File: src/rtl/ext_unit_pipe_pkg.sv
// Shared definitions for the pipelined immediate/operand extender:
// the extension mode codes and the occupancy state encoding.
package ext_pkg;

   // Extension modes carried on in_mode
   localparam logic [1:0] EXT_SIGN  = 2'd0;
   localparam logic [1:0] EXT_ZERO  = 2'd1;
   localparam logic [1:0] EXT_UPPER = 2'd2;
   localparam logic [1:0] EXT_BYTE  = 2'd3;

   // Occupancy of the output register / skid register pair
   typedef enum logic [1:0] {
      ST_EMPTY = 2'd0,
      ST_ONE   = 2'd1,
      ST_TWO   = 2'd2
   } occ_state_t;

endpackage

File: src/rtl/ext_unit_pipe_if.sv
// Valid/ready bundle for the extender: the input side and the
// output side travel together. The unit takes the slave view.
interface ext_unit_pipe_if #(
   parameter int IN_W  = 16,
   parameter int OUT_W = 32,
   parameter int TAG_W = 5
);
   logic             in_valid;
   logic             in_ready;
   logic [IN_W-1:0]  in_data;
   logic [1:0]       in_mode;
   logic [TAG_W-1:0] in_tag;
   logic             out_valid;
   logic             out_ready;
   logic [OUT_W-1:0] out_data;
   logic [TAG_W-1:0] out_tag;

   modport master (
      output in_valid, in_data, in_mode, in_tag, out_ready,
      input  in_ready, out_valid, out_data, out_tag
   );

   modport slave (
      input  in_valid, in_data, in_mode, in_tag, out_ready,
      output in_ready, out_valid, out_data, out_tag
   );
endinterface

File: src/rtl/ext_unit_pipe_core.sv
// Combinational extension of an IN_W-bit field to OUT_W bits.
// When IN_W == OUT_W the pad width is zero, so sign/zero/upper collapse
// to a plain pass-through while the byte mode still sign-extends bit 7.
module ext_core
   import ext_pkg::*;
#(
   parameter int IN_W  = 16,
   parameter int OUT_W = 32
) (
   input  logic [IN_W-1:0]  data,
   input  logic [1:0]       mode,
   output logic [OUT_W-1:0] result
);
   localparam int PAD_W = OUT_W - IN_W;

   logic [OUT_W-1:0] sign_ext;
   logic [OUT_W-1:0] zero_ext;
   logic [OUT_W-1:0] upper_ext;
   logic [OUT_W-1:0] byte_ext;

   // Width casts handle the zero-pad case without special generate branches
   assign sign_ext  = OUT_W'($signed(data));
   assign zero_ext  = OUT_W'(data);
   assign upper_ext = OUT_W'(data) << PAD_W;
   assign byte_ext  = OUT_W'($signed(data[7:0]));

   // Mode select
   always_comb begin
      result = sign_ext;
      case (mode)
         EXT_SIGN:  result = sign_ext;
         EXT_ZERO:  result = zero_ext;
         EXT_UPPER: result = upper_ext;
         EXT_BYTE:  result = byte_ext;
         default:   result = sign_ext;
      endcase
   end
endmodule

File: src/rtl/ext_unit_pipe.sv
// Pipelined extender: the result is computed on the input side and held
// in an output register backed by a one-entry skid register, so in_ready
// comes straight from a flop and throughput stays at one per cycle.
module ext_unit_pipe
   import ext_pkg::*;
#(
   parameter int IN_W  = 16,
   parameter int OUT_W = 32,
   parameter int TAG_W = 5
) (
   input  logic         clk,
   input  logic         rst,
   input  logic         flush,
   ext_unit_pipe_if.slave bus
);
   // Reject illegal width combinations while elaborating
   generate
      if (IN_W < 8 || IN_W > OUT_W) begin : g_bad_width
         $error("ext_unit_pipe: IN_W must satisfy 8 <= IN_W <= OUT_W");
      end
   endgenerate

   occ_state_t       state_reg;
   logic             out_valid_reg;
   logic             in_ready_reg;
   logic [OUT_W-1:0] out_data_reg;
   logic [TAG_W-1:0] out_tag_reg;
   logic [OUT_W-1:0] skid_data_reg;
   logic [TAG_W-1:0] skid_tag_reg;

   logic [OUT_W-1:0] ext_result;
   logic             accept;
   logic             consume;

   ext_core #(
      .IN_W  (IN_W),
      .OUT_W (OUT_W)
   ) u_core (
      .data   (bus.in_data),
      .mode   (bus.in_mode),
      .result (ext_result)
   );

   assign accept  = bus.in_valid && in_ready_reg;
   assign consume = out_valid_reg && bus.out_ready;

   // Occupancy FSM with registered handshake outputs and data stages
   always_ff @(posedge clk or posedge rst) begin
      if (rst) begin
         state_reg     <= ST_EMPTY;
         out_valid_reg <= 1'b0;
         in_ready_reg  <= 1'b1;
         out_data_reg  <= '0;
         out_tag_reg   <= '0;
         skid_data_reg <= '0;
         skid_tag_reg  <= '0;
      end else if (flush) begin
         // Clearing the valid flags is enough to discard both stages
         state_reg     <= ST_EMPTY;
         out_valid_reg <= 1'b0;
         in_ready_reg  <= 1'b1;
      end else begin
         case (state_reg)
            ST_EMPTY: begin
               if (accept) begin
                  out_data_reg  <= ext_result;
                  out_tag_reg   <= bus.in_tag;
                  out_valid_reg <= 1'b1;
                  state_reg     <= ST_ONE;
               end
            end
            ST_ONE: begin
               if (accept && consume) begin
                  out_data_reg <= ext_result;
                  out_tag_reg  <= bus.in_tag;
               end else if (accept) begin
                  skid_data_reg <= ext_result;
                  skid_tag_reg  <= bus.in_tag;
                  in_ready_reg  <= 1'b0;
                  state_reg     <= ST_TWO;
               end else if (consume) begin
                  out_valid_reg <= 1'b0;
                  state_reg     <= ST_EMPTY;
               end
            end
            ST_TWO: begin
               if (consume) begin
                  out_data_reg <= skid_data_reg;
                  out_tag_reg  <= skid_tag_reg;
                  in_ready_reg <= 1'b1;
                  state_reg    <= ST_ONE;
               end
            end
            default: begin
               out_valid_reg <= 1'b0;
               in_ready_reg  <= 1'b1;
               state_reg     <= ST_EMPTY;
            end
         endcase
      end
   end

   assign bus.in_ready  = in_ready_reg;
   assign bus.out_valid = out_valid_reg;
   assign bus.out_data  = out_data_reg;
   assign bus.out_tag   = out_tag_reg;
endmodule

File: src/flat_wrapper.sv
// flat-port wrapper written by rule: the top's interface ports become plain ports
module ext_unit_pipe_flat import ext_pkg::*;
#(
   parameter int IN_W  = 16,
   parameter int OUT_W = 32,
   parameter int TAG_W = 5
)
  (clk, rst, flush, bus_in_valid, bus_in_data, bus_in_mode, bus_in_tag, bus_out_ready, bus_in_ready, bus_out_valid, bus_out_data, bus_out_tag);
  ext_unit_pipe_if #(.IN_W(IN_W), .OUT_W(OUT_W), .TAG_W(TAG_W)) bus_i ();
  input  logic clk;
  input  logic rst;
  input  logic flush;
  input wire logic [$bits(bus_i.in_valid)-1:0] bus_in_valid;
  input wire logic [$bits(bus_i.in_data)-1:0] bus_in_data;
  input wire logic [$bits(bus_i.in_mode)-1:0] bus_in_mode;
  input wire logic [$bits(bus_i.in_tag)-1:0] bus_in_tag;
  input wire logic [$bits(bus_i.out_ready)-1:0] bus_out_ready;
  output wire logic [$bits(bus_i.in_ready)-1:0] bus_in_ready;
  output wire logic [$bits(bus_i.out_valid)-1:0] bus_out_valid;
  output wire logic [$bits(bus_i.out_data)-1:0] bus_out_data;
  output wire logic [$bits(bus_i.out_tag)-1:0] bus_out_tag;
  assign bus_i.in_valid = bus_in_valid;
  assign bus_i.in_data = bus_in_data;
  assign bus_i.in_mode = bus_in_mode;
  assign bus_i.in_tag = bus_in_tag;
  assign bus_i.out_ready = bus_out_ready;
  assign bus_in_ready = bus_i.in_ready;
  assign bus_out_valid = bus_i.out_valid;
  assign bus_out_data = bus_i.out_data;
  assign bus_out_tag = bus_i.out_tag;
  ext_unit_pipe #(.IN_W(IN_W), .OUT_W(OUT_W), .TAG_W(TAG_W)) u_core (.clk(clk), .rst(rst), .flush(flush), .bus(bus_i));
endmodule
File: config.mk
export PLATFORM = sky130hd
export DESIGN_NAME = ext_unit_pipe_flat
export DESIGN_NICKNAME = d
export VERILOG_FILES = /design/src/rtl/ext_unit_pipe_pkg.sv /design/src/rtl/ext_unit_pipe_if.sv /design/src/rtl/ext_unit_pipe_core.sv /design/src/rtl/ext_unit_pipe.sv /design/src/flat_wrapper.sv
export SDC_FILE = /design/constraint.sdc
export NUM_CORES = 1
export LEC_CHECK = 0
export ABC_CLOCK_PERIOD_IN_PS = 2500
export BUFFER_PORTS_ARGS = -buffer_cell sky130_fd_sc_hd__buf_2
export CAP_MARGIN = 10
export CORE_AREA = 2 2 103 75
export DETAILED_ROUTE_END_ITERATION = 8
export DIE_AREA = 0 0 105 77
export PLACE_DENSITY = 0.85
export SKIP_LAST_GASP = 1
export SLEW_MARGIN = 25
export SYNTH_ARGS = -nofsm -noshare
export SYNTH_HDL_FRONTEND = slang
export SYNTH_HIERARCHICAL = 1
export SYNTH_SLANG_ARGS = --single-unit
File: constraint.sdc
create_clock -name clk -period 2.5 [get_ports clk]
set_clock_uncertainty 0.05 [all_clocks]
set_input_delay 0.25 -clock clk [delete_from_list [all_inputs] [get_ports clk]]
set_output_delay 0.25 -clock clk [all_outputs]
set_load 0.005 [all_outputs]
# --- After elaboration in Yosys (flattened, before gate mapping) ---
# Index checks and enable logic that the tools add are counted.
totals:
  in_bits: 28
  output_inout_bits: 39
  elab_cells: 64
  reg_bits: 78
classes:
  muxes: 27
  n_bitwise: 2
  n_eq_ne: 17
  reduce_logical: 11
ops:
  columns: ["cell", "count"]
  rows:
  - ["32-bit case mux with 4 select lines", 1]
  - ["32-bit 2-to-1 mux", 3]
  - ["32-bit case mux with 3 select lines", 1]
  - ["5-bit 2-to-1 mux", 3]
  - ["5-bit case mux with 3 select lines", 1]
  - ["2-bit 2-to-1 mux", 6]
  - ["3-bit by 2-bit != test with 1-bit output (second input constant)", 4]
  - ["4-bit AND reduction", 3]
  - ["5-bit AND reduction", 2]
  - ["1-bit 2-to-1 mux", 9]
  - ["2-bit equality test (second input constant)", 3]
  - ["2-bit by 1-bit != test with 1-bit output (second input constant)", 3]
  - ["3-bit != test (second input constant)", 2]
  - ["1-bit case mux with 3 select lines", 2]
  - ["2-bit case mux with 3 select lines", 1]
  - ["2-bit by 1-bit equality test with 1-bit output (second input constant)", 2]
  - ["2-bit zero test", 2]
  - ["2-bit != test (second input constant)", 2]
  - ["4-bit by 2-bit != test with 1-bit output (second input constant)", 1]
  - ["1-bit logical AND", 3]
  - ["3-bit nonzero test", 1]
  - ["1-bit inverter", 2]

# --- Logic depth before layout (Yosys ltp) ---
# Gate-level depths: netlist of the first run.
logic_depth:
  ltp_word: 6
  ltp_mapped: 6
  ltp_nobuf: 4

# --- Cells and area by module ---
# Netlist of the first run, hierarchy kept.
modules_own_cells:
  columns: ["module", "seq_area_each_um2", "cells_per_inst", "area_each_um2", "instances"]
  rows:
  - ["ext_unit_pipe", 1953.1, 267, 3450.8, 1]
  - ["ext_core", 0.0, 65, 439.2, 1]

# --- Worst setup path after synthesis of the first run ---
# OpenSTA, ideal clock, no wires.
synth_timing:
  kind: "reg2reg"
  start: "register u_core.out_valid_reg, in the netlist u_core/bus.out_valid"
  end: "register u_core.skid_data_reg[0]"
  arrival_ns: 1.396
  n_path_buf: 1
  setup_ns: 0.125
  t_required_ns: 2.325
  setup_slack_ns: 0.929
  period_less_slack_ns: 1.571
  path_stages_with_launch: 5
  path_cell_list: "dfrtp_1 > a21boi_2 > nand4_4 > buf_6 > mux2_4"
synth_via:
  elab_chain_len: 4
synth_lines:
  columns: ["element", "line_no", "rtl"]
  rows:
  - ["start, declared", "ext_unit_pipe.sv:24", "logic out_valid_reg;"]
  - ["start signal, assigned", "ext_unit_pipe.sv:51", "out_valid_reg <= 1'b0;"]
  - ["start signal, assigned", "ext_unit_pipe.sv:60", "out_valid_reg <= 1'b0;"]
  - ["start signal, assigned", "ext_unit_pipe.sv:68", "out_valid_reg <= 1'b1;"]
  - ["1-bit logical AND", "ext_unit_pipe.sv:45", "assign consume = out_valid_reg && bus.out_ready;"]
  - ["1-bit logical AND", "ext_unit_pipe.sv:73", "if (accept && consume) begin"]
  - ["1-bit inverter (no source line)", null, null]
  - ["4-bit AND reduction (no source line)", null, null]
  - ["end signal, assigned", "ext_unit_pipe.sv:77", "skid_data_reg <= ext_result;"]
  - ["end, declared", "ext_unit_pipe.sv:28", "logic [OUT_W-1:0] skid_data_reg;"]
# Every way passes these cells.
# A chain may end at the register's enable or synchronous reset.

# --- Worst setup path in the final report of the first run ---
layout_timing:
  start: "register u_core.out_valid_reg, in the netlist u_core/bus.out_valid"
  end: "register u_core.skid_data_reg[13]"
# Same word-level chain as after synthesis.

==> impl_metrics.toml, run 1 <==
[timing]
final.hold.worst_slack_ns = 0.09601
max_clock_freq_mhz = 483.6
timing.final.max_slew_violations = 0
setup_slack_ns = 0.4323
tightest_slew_ns = 0.7398
layout_min_cycle_time_ns = 2.068
hold_viol_final = 0
rsz0062_at_grt = "no"
layout_worst_path_cycle_share = 0.8271
setup-tns-final_ns = 0
max_slew_margin = 0.5063
final_count_of_negative_setup_slack_endpoints = 0

[cells_and_area]
count_of_inserted_antenna_diode_cells = 0
fin_nets = 423
mostFrequentLayoutCells = "dfrtp_1, buf_2, mux2i_1"
fillers = 591
area.growth.synth_to_final_pct = 15.28
most_common_library_cell_in_the_layout_ignoring_fill_and_taps = "dfrtp_1"
post_route_cells_drive_above_1_share = 0.3425

[die]
coreArea_um2 = 7092
die-area_um2 = 8085
fp-row-count = 26
die_width_um = 105
design.portCount = 67
chipHeight_um = 77
start_util = 0.5485

[detailed_routing]
dr_wl_met3_um = 508
drc = 0
drt_first_pass_iters = 4
post_drt_via_cell_ratio = 5.367
iteration_0_drc_count_of_the_detailed_router = 157
via_count = 2673
avg_wl_per_cell_um = 16.15
highest_signal_layer = "met4"
routedLengthMet1_um = 3860
route.met2.wl_um = 3572
wirelength_um = 8044
final_antenna_net_count = 0

[placement]
place_hpwl_um = 5704
port-buffer-count = 66
finalWeightedCongestion = 0.8264
pre_cts_slack_ns = 0.4472

[worst_setup_path]
cpMaxStageDelayCell = "dfrtp_1"
crit_path_start = "u_core/bus.out_valid"
arrival_ns = 2.25
worst_r2r_startpoint = "u_core/bus.out_valid"
critical_path_peak_fanout = 20
endpoint_kind = "flip-flop"
slowest_delay_ns = 0.47
critical_path.startpoint_type = "flip-flop"
start_to_end_type_of_the_worst_setup_path = "flip-flop to flip-flop"
crit_required_ns = 2.68
critical_path.cell_chain = "a21boi_2 -> nand4_4 -> buf_12 -> mux2_4"

[synth]
synth_sequential_area_ratio = 0.5021
synth-compound-area-share = 0.09810
synth_cell_type_count = 33
ys.warnings.count = 6
synth_fp_nets = 360
synthesis.area_um2 = 3890
synthMuxAreaShare = 0.2673
ys_seq_elements = 78
synthAdderAreaFrac = 0
simple_gate_portion_of_the_synthesized_area = 0.07720
synth_xor_area_frac = 0.002252
netlist_instances = 332
synth_top_family_by_area = "multiplexers"
post_synth.cell_area_avg_um2 = 11.72

[clocking]
tritoncts_clock_tree = "yes"
clockBufferDepth = 2
worstSkewPairLatency_ns = 0.35
cts.repair.resized = 0
cts-root-buf = "clkbuf_8"
tritoncts_num_sinks = 78
cts.clk_slew.worst_paths_ns = 0.09
tritoncts.num_buffers = 9
cts_max_level = 3
cts_hold_buf = 1
post-cts-setup-buffers = 0

[global_route]
grt_first_pass_wirelength_um = 13300
gr-total-overflow = 0
global_route.usage.total = 0.2112
first_global_vias = 2641
pin_count_of_the_biggest_net_entering_global_routing = 43
antenna_found_initial = 0

[pwr]
p_leak_nw = 2.391
power-per-cell-area_nw_per_um2 = 1028
worst_case_vdd_ir_drop_v = 0.0005984

[hold_path]
worstHoldPathType = "input port to flip-flop"
worst_hold_startpoint = "bus_in_tag[3]"

[flow_run]
max_cap_violations = 0

[status]
run_status = "completed"
## final timing paths
path                       slack, ns                        to  cells past startpoint
min                              0.1    u_core/skid_tag_reg[3]                      2
max in group asynchronous       1.21       u_core/bus.in_ready                      4
max                             0.43  u_core/skid_data_reg[13]                      4
min reg2reg                     0.46  u_core/skid_data_reg[31]                      1
max reg2reg                     0.43  u_core/skid_data_reg[13]                      4
min in group asynchronous       0.50   u_core/bus.out_data[25]                      3
## synth_stat cells, drive strengths merged
library cell / number / area, um2
nand2b: 2 / 12.51
nand4b: 1 / 8.760
buf: 20 / 152.6
nand4bb: 1 / 11.26
a21oi: 39 / 195.2
o21ai: 23 / 130.1
nor2b: 2 / 12.51
a21boi: 1 / 11.26
mux2i: 51 / 510.5
nand4: 1 / 21.27
dfrtp: 77 / 1927
and2: 8 / 50.05
o21bai: 1 / 7.510
a221oi: 1 / 8.760
a22oi: 1 / 7.510
nor2: 41 / 153.9
o2bb2ai: 1 / 8.760
dfstp: 1 / 26.28
inv: 12 / 45.04
mux2: 37 / 529.3
xnor2: 1 / 8.760
nand2: 4 / 15.01
o22ai: 2 / 12.51
clkbuf: 2 / 8.750
nand3: 2 / 15.01
## where the power goes
group / leakage [nW] / switching, mW / internal, mW / total (mW)
registers: 0.930 / 0.344 / 1.85 / 2.20
logic: 1.36 / 0.634 / 0.841 / 1.48
clock network: 0.0996 / 0.475 / 0.464 / 0.940
## per-stage QoR
step           utilization  power, mW  area [um2]  instances
2_1_floorplan            -      3.135        3890        332
3_3_place_gp        0.6030      3.602        4277        481
3_5_place_dp        0.6030      3.687        4277        481
4_1_cts             0.6323      4.655        4484        498
5_1_grt             0.6323      4.932        4484        498
6_report            0.6323      4.612        4484        498
## final cells by class
type | count | area (um2) | share of cell area
clock inverter | 7 | 73.82 | 0.01646
multi-input combinational | 220 | 1747 | 0.3895
sequential | 78 | 1953 | 0.4355
tap | 98 | 122.6 | 0.02734
inverter | 12 | 46.29 | 0.01032
clock buffer | 9 | 123.9 | 0.02762
timing repair buffer | 74 | 417.9 | 0.09319
## per-layer routing
metal | vias to the layer above | GRT usage
li1 | 1276 | -
met1 | 1301 | 0.3023
met2 | 88 | 0.3208
met3 | 8 | 0.04762
met4 | 0 | 0.06667
met5 | - | 0
## kinds of logic (layout without fill, tap and decap cells)
logic type | count (synthesis) | after routing
multiplexers | 88 | 88
flip-flops | 78 | 78
AO/OA/AOI/OAI | 69 | 69
AND/OR/NAND/NOR | 62 | 62
buffers and inverters | 34 | 102
XOR/XNOR | 1 | 1
## critical path: cells and delay by family, from the launching register on
family | cells | cell delay, ns
AOI/OAI and AO/OA | 1 | 0.35
buffers and inverters | 1 | 0.34
DFF | 1 | 0.47
muxes | 1 | 0.31
and+or+nand+nor | 1 | 0.43
Note: power is estimated with default switching activity, not from simulation.
==> run 2: changes to the inputs <==
Settings changed: ABC_AREA from default to 1, ABC_CLOCK_PERIOD_IN_PS 2500 to 1800, CORE_AREA 2 2 103 75 to 2 2 108 79, DIE_AREA 0 0 105 77 to 0 0 110 81, PLACE_DENSITY 0.85 to 0.82.
Clock period 2.5 ns to 1.8 ns, I/O delays scaled along.
==> impl_metrics.toml, run 2 <==
[status]
run_status = "completed"

[cells_and_area]
count_of_inserted_antenna_diode_cells = 0
fillers = 734
multi_input_comb_area_um2 = 1539
most_common_library_cell_in_the_layout_ignoring_fill_and_taps = "nand2_1"
mostFrequentLayoutCells = "nand2_1, dfrtp_1, nand3_1"
fin_area_um2 = 4531
post_route_cells_drive_above_1_share = 0.1774
fin_nets = 598
area.sequential_um2 = 1953
area.growth.synth_to_final_pct = 16.06

[clocking]
tritoncts_clock_tree = "yes"
post-cts-setup-buffers = 0
tritoncts_num_sinks = 78
clockBufferDepth = 2
tritoncts.num_buffers = 9
worstSkewPairLatency_ns = 0.35
cts-root-buf = "clkbuf_8"
cts.clk_slew.worst_paths_ns = 0.09
cts_max_level = 3

[synth]
ys_async_sr_fraction = 1.000
ys.warnings.count = 6
ys_seq_elements = 78
most_used_flip_flop_cell_after_synthesis = "dfrtp_1"
post-synth-top-area-fraction = 0.4936
yosysMostFrequentCell = "nand2_1"
synth.cells.most_frequent = "nand2_1, dfrtp_1, nand3_1, inv_1, o21ai_0"
count_of_flip_flops_with_a_built_in_enable_after_synthesis = 0
synth_area_leaders = "dfrtp_1, nand2_1, nand3_1"
synth_cell_type_count = 20
synthesis.area_um2 = 3904
synth_fp_nets = 544
synth_sequential_area_ratio = 0.5003
post_synth.cell_area_avg_um2 = 7.565
synthDominantAreaCellType = "dfrtp_1"
netlist_instances = 516

[global_route]
first_global_vias = 3244
gr-total-overflow = 0
grt_first_pass_wirelength_um = 15480
groute.layer.met2.usage = 0.3589
pin_count_of_the_biggest_net_entering_global_routing = 79
global_route.usage.total = 0.2247
grt_most_used_layer = "met2"
grt.met1_usage = 0.3041
globalRouteMet3Util = 0.05939
antenna_found_initial = 0

[pwr]
p_leak_nw = 2.460
p_total_mw = 6.480
worst_case_vdd_ir_drop_v = 0.0005718
power-per-cell-area_nw_per_um2 = 1430

[die]
die-area_um2 = 8910
start_util = 0.4866
chipHeight_um = 81
design.portCount = 67
coreArea_um2 = 8023
die_width_um = 110
fp-row-count = 28

[detailed_routing]
final_antenna_net_count = 0
post_drt_via_cell_ratio = 5.118
drt_first_pass_iters = 6
drc = 0
wirelength_um = 9032
iteration_0_drc_count_of_the_detailed_router = 473
via_count = 3480
avg_wl_per_cell_um = 13.28

[worst_setup_path]
start_to_end_type_of_the_worst_setup_path = "flip-flop to flip-flop"
arrival_ns = 1.92
critical_path.startpoint_type = "flip-flop"
endpoint_kind = "flip-flop"
crit_required_ns = 2.04
critical_path_peak_fanout = 37

[placement]
placedInstanceArea_um2 = 4269
place_hpwl_um = 6069
finalWeightedCongestion = 1.022
port-buffer-count = 66

[timing]
setup-tns-final_ns = 0
hold_viol_final = 0
max_slew_margin = 0.7180
tightest_slew_ns = 0.4231
layout_min_cycle_time_ns = 1.677
max_clock_freq_mhz = 596.1
final.hold.worst_slack_ns = 0.05220
final_count_of_negative_setup_slack_endpoints = 0
rsz0062_at_grt = "no"
timing.final.max_slew_violations = 0
layout_worst_path_cycle_share = 0.9319

[flow_run]
max_cap_violations = 0

[hold_path]
worstHoldPathType = "input port to flip-flop"
==> run 2: changes by cell type in the layout (fill, tap and decap cells not counted), sizes merged, moves of 8 or more <==
cell	change
a21oi	-39
mux2	-37
and2	-8
inv	+43
nand3	+71
o21ai	+55
nand2	+177
mux2i	-51
nor2	-26
==> run 2: worst max-delay path, cell delays in order, from the launching register on <==
cell	delay, ns
dfstp_2	0.56
nand2_1	0.13
inv_1	0.15
nand2_1	0.09
nand2_1	0.12
buf_6	0.30
nand3_1	0.14
nand2_1	0.09
==> run 2: cells by family after synthesis <==
family	Yosys count	synth area share
flip-flops	78	0.5003
AND/OR/NAND/NOR	270	0.2875
AO/OA/AOI/OAI	80	0.1048
buffers and inverters	88	0.1074
==> run 2: what timing repair did <==
item | in CTS | in global routing
hold buffers | 1 | 0
resized for setup | 0 | 2
endpoints found under the setup margin | 0 | 37
endpoints found under the hold margin | 77 | 0
==> run 2: final cells by class <==
class,instances,area share
tap,105,0.02900
multi-input combinational,350,0.3397
inverter,55,0.04640
clock inverter,7,0.02651
clock buffer,9,0.02734
timing repair buffer,76,0.09997
sequential,78,0.4311
==> run 2: metal layers <==
metal / routed length, um / vias to the layer above
met3: 710 / 15
li1: - / 1744
met5: 0 / -
met1: 4013 / 1587
met2: 4192 / 134
met4: 115 / 0
==> run 2: per-stage QoR <==
step / util / setup slack [ns] / instances
floorplan: - / 0.3690 / 516
global placement: 0.5321 / 0.2100 / 663
detailed placement: 0.5321 / 0.09719 / 663
CTS: 0.5638 / 0.08206 / 680
global route: 0.5647 / 0.01027 / 680
finish: 0.5647 / 0.1225 / 680
==> run 2: path summary, 6_finish.rpt <==
kind	startpoint	endpoint	slack, ns	cells after the start
min	bus_in_tag[3]	u_core/skid_tag_reg[3]	0.05	3
min in group asynchronous	rst	u_core/bus.out_data[0]	0.42	4
min reg2reg	u_core/bus.out_data[6]	u_core/bus.out_data[6]	0.42	2
max in group asynchronous	rst	u_core/bus.in_ready	0.90	4
max reg2reg	u_core/bus.in_ready	u_core/bus.out_data[15]	0.12	7
max	u_core/bus.in_ready	u_core/bus.out_data[15]	0.12	7
==> run 2: power breakdown <==
group	switching, mW	internal [mW]
logic	1.13	0.799
registers	0.419	2.53
clock network	0.668	0.926
==> run 3: changes to the inputs <==
Settings changed: CORE_AREA 2 2 108 79 to 2 2 91 93, DIE_AREA 0 0 110 81 to 0 0 93 95, SKIP_LAST_GASP 1 to default.
==> impl_metrics.toml, run 3 (synthesized netlist as in run 2, its figures left out) <==
[clocking]
worstSkewPairLatency_ns = 0.35
cts_max_level = 3
tritoncts.num_buffers = 9
cts-root-buf = "clkbuf_8"
cts.clk_slew.worst_paths_ns = 0.07
tritoncts_num_sinks = 78
cts.repair.resized = 0
tritoncts_clock_tree = "yes"
clockBufferDepth = 2

[die]
die_width_um = 93
fp-row-count = 33
start_util = 0.4924
chipHeight_um = 95
design.portCount = 67
die-area_um2 = 8835
coreArea_um2 = 7928

[status]
run_status = "completed"

[detailed_routing]
via_count = 3482
post_drt_via_cell_ratio = 5.106
iteration_0_drc_count_of_the_detailed_router = 201
avg_wl_per_cell_um = 13.11
drt_first_pass_iters = 5
wirelength_um = 8942
final_antenna_net_count = 0
drc = 0

[worst_setup_path]
cpMaxStageDelayCell = "dfrtp_1"
r2r.worst_path.cells = 6
crit_required_ns = 2.04
crit_path_start = "u_core/state_reg[0]"
critical_path_peak_fanout = 20
endpoint_kind = "flip-flop"
critical_path.startpoint_type = "flip-flop"
worst-path-buf-inv = 2
regToRegEndpoint = "u_core/bus.out_data[28]"
worst_r2r_startpoint = "u_core/state_reg[0]"
slowest_delay_ns = 0.48
critical_path.cell_chain = "nor2_1 -> inv_1 -> o21ai_2 -> buf_4 -> nand3_1 -> nand2_1"
start_to_end_type_of_the_worst_setup_path = "flip-flop to flip-flop"
arrival_ns = 1.85
cp_top_family = "flip-flops"
ff2ff_setup_slack_ns = 0.19

[global_route]
antenna_found_initial = 0
global_route.usage.total = 0.2171
pin_count_of_the_biggest_net_entering_global_routing = 79
gr-total-overflow = 0
grt_first_pass_wirelength_um = 15140
first_global_vias = 3354

[placement]
place_hpwl_um = 6053
placedInstanceArea_um2 = 4284
finalWeightedCongestion = 0.8710
port-buffer-count = 66

[timing]
max_slew_margin = 0.7083
final_count_of_negative_setup_slack_endpoints = 0
max_clock_freq_mhz = 620.3
tightest_slew_ns = 0.4376
layout_min_cycle_time_ns = 1.612
layout_worst_path_cycle_share = 0.8956
setup-tns-final_ns = 0
hold_viol_final = 0
timing.final.max_slew_violations = 0
rsz0062_at_grt = "no"

[cells_and_area]
fin_nets = 600
most_common_library_cell_in_the_layout_ignoring_fill_and_taps = "nand2_1"
fin_area_um2 = 4481
count_of_inserted_antenna_diode_cells = 0
mostFrequentLayoutCells = "nand2_1, dfrtp_1, nand3_1"
area.growth.synth_to_final_pct = 14.78
postLayoutCoreUtil = 0.5652
post_route_cells_drive_above_1_share = 0.1785

[hold_path]
worst_hold_startpoint = "bus_in_tag[3]"
worstHoldPathType = "input port to flip-flop"
whs_endpoint = "u_core/skid_tag_reg[3]"
worstHoldPathCells = 3

[pwr]
worst_case_vdd_ir_drop_v = 0.0006113
power-per-cell-area_nw_per_um2 = 1366
p_leak_nw = 2.439

[flow_run]
max_cap_violations = 0
## run 3: cell types whose count changed in the layout (fill, tap and decap cells not counted), sizes merged
cell    delta
clkbuf     +4
bufinv     -3
buf        +2
inv        -1
## run 3: what timing repair did
action,in CTS,in global routing
buffers inserted,0,0
hold buffers,1,0
hold endpoints to repair,77,0
## run 3: worst max path at each step
stage / end / slack, ns / depth (start not counted)
final: u_core/bus.out_data[28] / 0.19 / 6
after global routing: u_core/bus.out_tag[3] / 0.08 / 6
after CTS: u_core/bus.out_data[28] / 0.21 / 6
after detailed placement: u_core/bus.out_tag[3] / 0.24 / 6
after global placement: u_core/skid_tag_reg[1] / 0.31 / 7
after floorplan: u_core/bus.out_tag[0] / 0.37 / 8
## run 3: stage by stage
step | hold slack [ns] | worst slack [ns] | total power, mW | cells
after detailed placement | 0.2819 | 0.2370 | 4.932 | 665
after global placement | 0.2764 | 0.3104 | 4.822 | 665
after floorplan | 0.2784 | 0.3690 | 4.178 | 516
final | 0.04133 | 0.1878 | 6.120 | 682
after CTS | 0.02870 | 0.2062 | 6.177 | 682
after global routing | 0.05854 | 0.08142 | 6.619 | 682
## run 3: layout make-up
class	instances	area, um2
clock buffer	13	168.9
clock inverter	3	17.52
fill	757	3447
inverter	55	210.2
multi-input combinational	350	1539
sequential	78	1953
tap	105	131.4
timing repair buffer	78	460.4
## run 3: worst min-delay path, cell delays in order
cell,delay [ns]
buf_2,0.10
inv_1,0.06
o21ai_1,0.07
## run 3: power by group
| group | internal [mW] | switching (mW) | total, mW |
|---|---|---|---|
| sequential | 2.54 | 0.409 | 2.94 |
| combinational | 0.815 | 1.13 | 1.95 |
| clock | 0.610 | 0.618 | 1.23 |
| total | 3.96 | 2.16 | 6.12 |
## run 3: routing by layer
layer  up-vias  GRT usage  part of all wire
met4         0     0.1311             0.034
li1       1740          -                 -
met5         -          0                 0
met2       100     0.3496              0.47
met1      1618     0.2810              0.45
met3        24    0.02873             0.041
